## src/rtl/rr_grant_arbiter.sv

```systemverilog
// rr_grant_arbiter
// Round-robin arbiter that shares one downstream resource among N requesters.
// A registered one-hot grant is issued one cycle after a request is seen.
// Priority rotates after every grant, starting the search just after the
// most recent owner. An owner that keeps requesting for MAX_HOLD consecutive
// cycles while someone else is waiting is preempted.
//
// Ports:
//   clk      - clock, all logic on the rising edge
//   rst      - synchronous active-high reset
//   req      - request vector, bit i = requester i wants the resource
//   gnt      - registered one-hot grant (zero when idle)
//   gnt_idx  - binary index of the current owner, 0 when no grant
//   gnt_v    - high whenever a grant is active (= |gnt)
module rr_grant_arbiter #(
  parameter int N        = 4,
  parameter int IDX_W    = 2,
  parameter int MAX_HOLD = 8
) (
  input  logic             clk,
  input  logic             rst,
  input  logic [N-1:0]     req,
  output logic [N-1:0]     gnt,
  output logic [IDX_W-1:0] gnt_idx,
  output logic             gnt_v
);

  localparam int HOLD_W = (MAX_HOLD > 1) ? $clog2(MAX_HOLD) : 1;
  localparam logic [HOLD_W-1:0] HOLD_LAST = HOLD_W'(MAX_HOLD - 1);
  localparam logic [N-1:0] ONE_HOT0 = {{(N-1){1'b0}}, 1'b1};
  localparam logic [IDX_W:0] N_W = (IDX_W+1)'(N);

  typedef enum logic {
    IDLE  = 1'b0,
    GRANT = 1'b1
  } state_t;

  state_t             state_q, state_d;
  logic [N-1:0]       gnt_q, gnt_d;
  logic [IDX_W-1:0]   gnt_idx_q, gnt_idx_d;
  logic [IDX_W-1:0]   last_q, last_d;
  logic [HOLD_W-1:0]  hold_cnt_q, hold_cnt_d;

  // Search order: cand_idx[k] is the index examined at position k, i.e.
  // (last + 1 + k) mod N. Both operands are below N, so one conditional
  // subtraction performs the wrap.
  logic [IDX_W-1:0] cand_idx [N];

  generate
    for (genvar gi = 0; gi < N; gi++) begin : g_cand
      logic [IDX_W:0] sum;
      assign sum = {1'b0, last_q} + (IDX_W+1)'(gi + 1);
      assign cand_idx[gi] = (sum >= N_W) ? IDX_W'(sum - N_W) : IDX_W'(sum);
    end
  endgenerate

  // While granting, the current owner is always 'last' and is masked out.
  // On release its req bit is already 0, so the same mask serves both the
  // release handoff and the timeout preemption.
  logic [N-1:0]     req_m;
  logic             found;
  logic [IDX_W-1:0] win;

  assign req_m = (state_q == GRANT) ? (req & ~gnt_q) : req;

  always_comb begin
    found = 1'b0;
    win   = '0;
    // Walk backwards so the earliest position in search order wins.
    for (int k = N - 1; k >= 0; k--) begin
      if (req_m[cand_idx[k]]) begin
        found = 1'b1;
        win   = cand_idx[k];
      end
    end
  end

  always_comb begin
    state_d    = state_q;
    gnt_d      = gnt_q;
    gnt_idx_d  = gnt_idx_q;
    last_d     = last_q;
    hold_cnt_d = hold_cnt_q;

    unique case (state_q)
      IDLE: begin
        if (found) begin
          state_d    = GRANT;
          gnt_d      = ONE_HOT0 << win;
          gnt_idx_d  = win;
          last_d     = win;
          hold_cnt_d = '0;
        end
      end

      GRANT: begin
        if (!req[gnt_idx_q]) begin
          // Owner released: hand off without a gap, or fall back to idle.
          if (found) begin
            gnt_d      = ONE_HOT0 << win;
            gnt_idx_d  = win;
            last_d     = win;
            hold_cnt_d = '0;
          end else begin
            state_d    = IDLE;
            gnt_d      = '0;
            gnt_idx_d  = '0;
            hold_cnt_d = '0;
          end
        end else if (hold_cnt_q != HOLD_LAST) begin
          hold_cnt_d = hold_cnt_q + 1'b1;
        end else begin
          // Hold limit reached: preempt if anyone else is waiting,
          // otherwise the owner simply starts a fresh hold window.
          hold_cnt_d = '0;
          if (found) begin
            gnt_d     = ONE_HOT0 << win;
            gnt_idx_d = win;
            last_d    = win;
          end
        end
      end

      default: begin
        state_d = IDLE;
      end
    endcase
  end

  always_ff @(posedge clk) begin
    if (rst) begin
      state_q    <= IDLE;
      gnt_q      <= '0;
      gnt_idx_q  <= '0;
      last_q     <= IDX_W'(N - 1);
      hold_cnt_q <= '0;
    end else begin
      state_q    <= state_d;
      gnt_q      <= gnt_d;
      gnt_idx_q  <= gnt_idx_d;
      last_q     <= last_d;
      hold_cnt_q <= hold_cnt_d;
    end
  end

  assign gnt     = gnt_q;
  assign gnt_idx = gnt_idx_q;
  assign gnt_v   = |gnt_q;

endmodule

```

## config.mk

```make
export PLATFORM = sky130hd
export DESIGN_NAME = rr_grant_arbiter
export DESIGN_NICKNAME = d
export VERILOG_FILES = /design/src/rtl/rr_grant_arbiter.sv
export SDC_FILE = /design/constraint.sdc
export NUM_CORES = 1
export LEC_CHECK = 0
export ABC_AREA = 1
export ABC_CLOCK_PERIOD_IN_PS = 1300
export CORE_MARGIN = 2
export CORE_UTILIZATION = 46
export CTS_BUF_LIST = sky130_fd_sc_hd__clkbuf_4 sky130_fd_sc_hd__clkbuf_8 sky130_fd_sc_hd__clkbuf_16
export DETAILED_ROUTE_END_ITERATION = 10
export GPL_ROUTABILITY_DRIVEN = 0
export PLACE_DENSITY = 0.77
export SYNTH_ARGS = -nofsm -noshare
export SYNTH_HDL_FRONTEND = slang
export SYNTH_SLANG_ARGS = --single-unit
```

## constraint.sdc

```tcl
create_clock -name clk -period 1.3 [get_ports clk]
set_input_delay 0.13 -clock clk [delete_from_list [all_inputs] [get_ports clk]]
set_output_delay 0.13 -clock clk [all_outputs]
set_load 0.01 [all_outputs]
```

# Yosys cells after proc, flatten, opt, wreduce, memory -nomap -nowiden
# Index checks and enable logic that the tools add are counted.
# W data, S select, Z words.
[totals]
wordCells = 75
input_bits = 6
output_inout_bits = 7
regBits = 12
[op_classes]
n_reduce_logical = 1
shifts = 1
n_mux = 44
n_bitwise = 3
n_lt_le_gt_ge = 9
add_sub_neg = 9
n_eq_ne = 3
[ops]
columns = ["cell", "n"]
rows = [
  ["$mux W2", 15],
  ["$mux W4", 5],
  ["$lt A2 B3 Y1 const B", 5],
  ["$ge A3 B3 Y1 const B", 4],
  ["$mux W1", 11],
  ["$bmux W1 S2", 5],
  ["$mux W3", 3],
  ["$pmux W2 S2", 2],
  ["$pmux W4 S2", 1],
  ["$sub A2 B1 Y2 const B", 4],
  ["$add A2 B2 Y3 const B", 2],
  ["$ne A3 B3 Y1 const B", 2],
  ["$pmux W3 S2", 1],
  ["$and A4 B4 Y4", 1],
  ["$not A4 Y4", 1],
  ["$reduce_or A4 Y1", 1],
  ["$shl A1 B2 Y4 const A", 1],
  ["$add A2 B1 Y3 const B", 1],
  ["$add A2 B3 Y3 const B", 1],
  ["$add A3 B1 Y3 const B", 1],
  ["$ne A2 B2 Y1 const B", 1],
  ["$pmux W1 S2", 1],
  ["$not A1 Y1", 1],
]

# Longest topological paths before layout
# Gate-level depths: netlist of the first run.
[depth]
word_depth = 14
mapped_depth = 14
depth_no_buf = 13

# Worst setup path after synthesis of the first run
# No wires, ideal clock.
[synth_timing]
kind = "flip-flop to flip-flop"
start = "register last_q[0]"
end = "register gnt_q[2] (netlist: gnt[2])"
setup_slack_ns = -0.045
synth_period_minus_slack_ns = 1.345
n_path_buf = 1
stages_incl_launch_ff = 13
required_ns = 1.174
arrival_time_ns = 1.219
setup_time_ns = 0.126
path_cell_list = "dfxtp_1 -> buf_6 -> clkinv_4 -> nand3_1 -> nand2_2 -> nor2_2 -> nand2_2 -> inv_2 -> nor2_2 -> nand3_1 -> nor2_1 -> nor2_1 -> nor2_1"
[synth_between]
elab_chain_len = 14
word_cells_on_any_way = 38
cone_classes = "8 x add/sub; 4 x order compare; 1 x shift; 25 x mux"
[synth_rtl]
columns = ["element", "line_no", "rtl"]
rows = [
  ["from (decl)", "41", "logic [IDX_W-1:0] last_q, last_d;"],
  ["from (signal assigned)", "135", "last_q <= IDX_W'(N - 1);"],
  ["from (signal assigned)", "141", "last_q <= last_d;"],
  ["$add A2 B3 Y3", "52", "assign sum = {1'b0, last_q} + (IDX_W+1)'(gi + 1);"],
  ["$ge A3 B3 Y1 / $sub A2 B1 Y2 (equally long branches)", "53", "assign cand_idx[gi] = (sum >= N_W) ? IDX_W'(sum - N_W) : IDX_W'(sum);"],
  ["$mux W2", "53", ""],
  ["$bmux W1 S2", "71", "if (req_m[cand_idx[k]]) begin"],
  ["$mux W1 (not written as such)", "71", ""],
  ["$mux W2 (4 in series)", "71", ""],
  ["$shl A1 B2 Y4", "89, 100, 117", ""],
  ["$mux W4", "87, 116", ""],
  ["$mux W4", "110", "end else if (hold_cnt_q != HOLD_LAST) begin"],
  ["$mux W4", "97", "if (!req[gnt_idx_q]) begin"],
  ["$pmux W4 S2 (*)", "85", "unique case (state_q)"],
  ["to (signal assigned)", "139", "gnt_q <= gnt_d;"],
  ["to (decl)", "39", "logic [N-1:0] gnt_q, gnt_d;"],
]
# Every way passes the cells marked *; elsewhere a longest branch is shown, timed or not. The select of a mux whose other input is x is not followed.
# A chain may end at the register's enable or synchronous reset.

# Final worst setup path of the first run
# Ends and elaborated chain as after synthesis.

==> results of run 1 <==
state kept, by name, summed over array words and instances, names as in the netlist:
register and flops:
hold_cnt_q 3, gnt 4, state_q 1, gnt_idx 2, last_q 2
critical path: stages (launching register included):
cell     delay [ns]
dfxtp_4        0.38
buf_6          0.13
xnor2_4        0.22
inv_2          0.09
nand2_2        0.06
nand2_2        0.06
nand2_4        0.10
nand2_4        0.05
nand2_2        0.07
nand2_4        0.06
nor2_1         0.12
nor2_1         0.06
nor2_1         0.07
repair_timing:
action,in CTS,in global routing
pin swaps,15,17
endpoints found under the setup margin,19,13
gates resized for setup,53,27
gates cloned,0,0
hold buffers,0,0
setup buffers,2,1
where the power goes:
| group | switching [mW] | internal, mW | leakage [nW] |
|---|---|---|---|
| registers | 0.187 | 0.521 | 0.101 |
| logic | 1.51 | 1.07 | 0.519 |
| clock network | 0.154 | 0.171 | 0.0210 |
final cells by class:
cell class / count / area share, %
Clock buffer: 4 / 2.81
Sequential cell: 12 / 19.9
Multi-Input combinational cell: 93 / 52.8
Tap cell: 16 / 1.55
Inverter: 14 / 4.84
Timing Repair Buffer: 27 / 18.1
per-stage QoR:
step                hold slack (ns)  std cells  TNS [ns]
floorplan                     0.422        121   -0.0231
global placement              0.454        159     -3.70
detailed placement            0.459        159     -4.12
CTS                           0.471        165     -1.29
global route                  0.499        166     -2.74
finish                        0.468        166     -2.04
worst paths after layout:
kind / startpoint / slack [ns] / endpoint / depth (start not counted)
max: last_q[0] / -0.25 / gnt[2] / 12
min: hold_cnt_q[1] / 0.47 / hold_cnt_q[1] / 2
max reg2reg: last_q[0] / -0.25 / gnt[2] / 12
min reg2reg: hold_cnt_q[1] / 0.47 / hold_cnt_q[1] / 2
per-layer routing:
metal,share of wire (%),GRT usage [%],routed length (µm),up-vias
li1,-,-,-,450
met1,39,33.9,1100,454
met2,51,50.6,1430,60
met3,6.0,3.60,168,16
met4,3.7,14.1,102,0
met5,0,0,0,-
placed cells by master, fill, tap and decap left out, drive strengths merged:
cell type,instances
a21boi,1
a21oi,10
buf,16
clkbuf,4
clkdlybuf4s50,4
clkinv,2
dfxtp,12
dlygate4sd2,6
dlymetal6s2s,1
ha,2
inv,12
nand2,48
nand3,15
nand3b,1
nor2,9
o211ai,3
o21ai,2
or4,1
xnor2,1
kinds of logic (layout without fill, tap and decap cells):
kind of cell               after synthesis  after routing  share of synthesized area (%)
and+or+nand+nor                         74             74                           42.7
AOI/OAI and AO/OA                       16             16                           11.6
buffers and inverters                   16             45                           9.50
DFF                                     12             12                           30.9
adders and majority gates                2              2                           3.22
xor gates and xnor gates                 1              1                           2.09
==> metrics.yaml, run 1 <==
floorplan:
  initial_utilization_pct: 50.4
  die-area_um2: 2030
  rows: 14
  core_area_um2: 1540
  ios: 13
  die_height_um: 45.1
  die_x_um: 45.1
routing:
  drtIter0Drc: 40
  dr.pass1.iters: 4
  num_vias: 980
  drcViolationCount: 0
  wl_mm: 2.79
  wl_per_cell_um: 16.8
  drt-vias-per-instance: 5.90
  antenna_left: 0
global_route:
  grt_max_degree: 9
  grt_pass1_wl_mm: 4.12
  track_usage_pct: 28.7
  grt_pass1_vias: 935
  antenna_found_initial: 0
  grt_overflow: 0
sta:
  hold_viol: 0
  worst_slack_ns: -0.247
  finalSetupViolations: 12
  worstMarginPinSlew_ns: 0.300
  finalCritPeriodShare_pct: 119
  fmax_ghz: 0.646
  slew_violations: 0
  rsz0062_at_grt: "yes"
  min_period_ns: 1.55
  finClkSkew_ns: 0.00310
  slew_headroom_pct: 79.9
critical_path:
  cp_data_required_time_ns: 1.53
  path_class: "register to register"
  cp-start-kind: "register"
  cp_max_fo: 4
  arrival_ns: 1.78
  cp-end-kind: "register"
hold_path:
  min-delay-path-class: "register to register"
place:
  place_ws_ns: -0.406
  numPortBuffers: 12
  dp_hpwl_mm: 1.65
  placed_cell_area_um2: 1000
clocking:
  clk_latency_ns: 0.29
  clockBufferDepth: 2
  cts_root_buffer: "clkbuf_4"
  htree_levels: 1
  clock-sinks: 12
  path_clk_slew_ns: 0.09
  cts_made_buffers: 3
  cts_tree: "done"
finish:
  nets: 159
  drive_gt1_share_pct: 53.3
  stdcell_area_um2: 1290
  seq_area_um2: 256
  multi_input_area_um2: 682
  diodes: 0
  syn2layout_area_growth_pct: 66.2
  nFillCells: 75
  postLayoutCoreUtil_pct: 83.8
synth:
  synth_most_common_cell: "nand2_1"
  yosysWarnings: 0
  syn-cell-area_um2: 777
  synth_edf_count: 0
  synth-seq-cells: 12
  synth_area_leaders: "dfxtp_1 31%, nand2_1 19%, nand3_1 9.7%"
  synth_top_area_share_pct: 30.9
  synth_cell_type_count: 20
  synth_nets: 129
  avgSynthCellArea_um2: 6.42
  postSynthCellCount: 121
  async_flop_share_pct: 0
  yosysSeqAreaShare_pct: 30.9
  synth-main-ff-cell: "dfxtp_1"
  synth.largest_area_cell: "dfxtp_1"
  ys_top_cells_by_count: "39 x nand2_1, 15 x nand3_1, 12 x dfxtp_1"
power:
  p_total_mw: 3.62
  p_per_area_nw_per_um2: 2800
  p_leak_nw: 0.641
  vdd_ir_drop_max_mv: 2.29
job:
  drv_cap: 0
run_status:
  violations: "negative setup slack"
  status: "finished, violations left"
Power figures use the tool's default switching activity.
==> run 2: changes to the inputs <==
--- a/config.mk
+++ b/config.mk
@@ -8,11 +8,13 @@
 export ABC_AREA = 1
 export ABC_CLOCK_PERIOD_IN_PS = 1300
 export CORE_MARGIN = 2
-export CORE_UTILIZATION = 46
+export CORE_UTILIZATION = 54
 export CTS_BUF_LIST = sky130_fd_sc_hd__clkbuf_4 sky130_fd_sc_hd__clkbuf_8 sky130_fd_sc_hd__clkbuf_16
 export DETAILED_ROUTE_END_ITERATION = 10
+export DONT_BUFFER_PORTS = 1
 export GPL_ROUTABILITY_DRIVEN = 0
-export PLACE_DENSITY = 0.77
+export HOLD_SLACK_MARGIN = 0.08
+export PLACE_DENSITY = 0.76
 export SYNTH_ARGS = -nofsm -noshare
 export SYNTH_HDL_FRONTEND = slang
 export SYNTH_SLANG_ARGS = --single-unit
==> run 2 against run 1 <==
The flow finishes with violations (negative hold slack, negative setup slack); register-to-register slack worse by 0.03 ns; cell count decreased by 8.4%; non-clock buffer count fell by 13; worst setup slack worse by 0.033 ns; global-route usage fell by 1.7 points; largest power group unchanged.
==> metrics.yaml, run 2 (same netlist as run 1, synthesis figures left out) <==
run_status:
  status: "finished, violations left"
  violations: "negative hold slack, negative setup slack"
sta:
  rsz0062_at_grt: "yes"
  hold_viol: 8
  worstMarginPinSlew_ns: 0.269
  fin_hold_ws_ns: -0.124
  worst_slack_ns: -0.279
  setup_tns_ns: -2.16
  finalSetupViolations: 13
  finalCritPeriodShare_pct: 121
  finClkSkew_ns: 0.0137
  min_period_ns: 1.58
  slew_violations: 0
  slew_headroom_pct: 82.0
  fmax_ghz: 0.633
routing:
  wl_per_cell_um: 15.1
  antenna_left: 0
  drt-vias-per-instance: 5.75
  wl_mm: 2.29
  drcViolationCount: 0
  dr.pass1.iters: 5
  drtIter0Drc: 23
  num_vias: 874
finish:
  nFillCells: 85
  syn2layout_area_growth_pct: 35.9
  diodes: 0
  final_cell_mix: "30 x nand2_1, 17 x nand2_2, 10 x inv_1, 10 x buf_4"
  multi_input_area_um2: 562
  instances_no_fill: 152
  nets: 146
  drive_gt1_share_pct: 43.8
  layout_commonest_cell: "nand2_1"
  seq_area_um2: 255
  largest_reg_flops: 4
critical_path:
  cp_max_fo: 8
  critPathSlowestCell: "dfxtp_4"
  r2r_end: "gnt[3]"
  crit_family: "simple AND/OR/NAND/NOR gates"
  path_buf_inv: 2
  worstPathCellList: "clkinv_8 > nand3_2 > nand2_2 > nand2_2 > nand2_1 > inv_1 > nand2_2 > nand2_2 > nand2_2 > nand2_4 > nand3_2 > a21oi_2"
  reg2reg_from: "last_q[0]"
  cp-end-kind: "register"
  cp_data_required_time_ns: 1.51
  path_common_cell: "nand2_2"
  ff2ff_setup_slack_ns: -0.28
  cp-start-kind: "register"
  path_class: "register to register"
  worstRegToRegCells: 12
  arrival_ns: 1.79
  slowest_delay_ns: 0.46
power:
  vdd_ir_drop_max_mv: 1.95
  p_leak_nw: 0.501
  p_clk_share_pct: 10.8
  switching_power_mw: 1.52
  p_per_area_nw_per_um2: 2860
  p_total_mw: 3.02
  internal_power_mw: 1.51
  switching_share_pct: 50.2
  pwr-share-seq_pct: 22.5
  pwr-share-comb_pct: 66.7
clocking:
  cts_made_buffers: 3
  cts_root_buffer: "clkbuf_4"
  cts_hold_buf: 2
  cts_tree: "done"
  clockBufferDepth: 2
  clk_latency_ns: 0.30
  path_clk_slew_ns: 0.09
  htree_levels: 1
  clock-sinks: 12
floorplan:
  core_area_um2: 1320
  initial_utilization_pct: 59.0
  die-area_um2: 1760
  die_x_um: 41.9
  die_height_um: 41.9
  rows: 13
  ios: 13
global_route:
  track_usage_pct: 27.0
  grt_pass1_vias: 844
  grt_pass1_wl_mm: 3.54
  grt_overflow: 0
  antenna_found_initial: 0
  grt_max_degree: 10
place:
  place_inst: 145
  dp_hpwl_mm: 1.53
  numPortBuffers: 0
hold_path:
  whs_endpoint: "gnt[1]"
  hold_path_depth: 1
  hp-start: "rst"
  min-delay-path-class: "primary input to register"
job:
  drv_cap: 0
-- run 2: changes by cell type in the layout (fill, tap and decap cells not counted), sizes merged --
cell	change
dlygate4sd3	+2
clkdlybuf4s50	-4
buf	-4
dlygate4sd2	-6
dlymetal6s2s	-1
-- run 2: final cells by class --
class	count	area share, %
multi-input combinational	93	53.2
sequential	12	24.2
timing repair buffer	14	11.1
inverter	14	6.28
clock buffer	4	3.44
tap	15	1.78
-- run 2: worst max-delay path by stage --
stage                     slack [ns]  endpoint  depth (start not counted)  startpoint
after global routing           -0.36    gnt[3]                         12   last_q[0]
after floorplan                -0.02    gnt[2]                         14   last_q[0]
after detailed placement       -0.26    gnt[2]                         10  gnt_idx[0]
after CTS                      -0.16    gnt[2]                         10   last_q[0]
after global placement         -0.21    gnt[2]                         10  gnt_idx[0]
final                          -0.28    gnt[3]                         12   last_q[0]
-- run 2: repair_timing --
item | CTS | global route
buffers inserted | 1 | 1
resized for setup | 25 | 13
endpoints found under the setup margin | 13 | 13
pin swaps | 8 | 5
hold endpoints to repair | 11 | 8
-- run 2: worst register-to-register path: cells and delay by family (launching register included) --
family                 cells  cell delay [ns]
AOI/OAI and AO/OA          1             0.18
buffers and inverters      2             0.14
DFF                        1             0.46
and+or+nand+nor            9             0.72
-- run 2: power groups by stage --
stage | clock [mW] | combinational [mW] | sequential [mW]
after floorplan | 0 | 1.17 | 0.633
after global placement | 0 | 1.64 | 0.591
after detailed placement | 0 | 1.68 | 0.599
after CTS | 0.323 | 1.82 | 0.663
after global routing | 0.342 | 2.21 | 0.695
final | 0.326 | 2.02 | 0.679
-- run 2: routing by layer --
layer	vias to the layer above	track usage, %	part of all wire, %
met5	-	0	0
met4	0	16.1	4.6
met3	15	6.96	6.6
met2	42	44.1	47
met1	393	31.3	42
li1	424	-	-
-- run 2: per-stage QoR --
step	util, %	area [µm²]	setup slack, ns
after floorplan	-	787	-0.0231
after global placement	67.2	886	-0.211
after detailed placement	67.2	886	-0.257
after CTS	76.1	1000	-0.162
after global routing	80.2	1060	-0.363
final	80.2	1060	-0.279
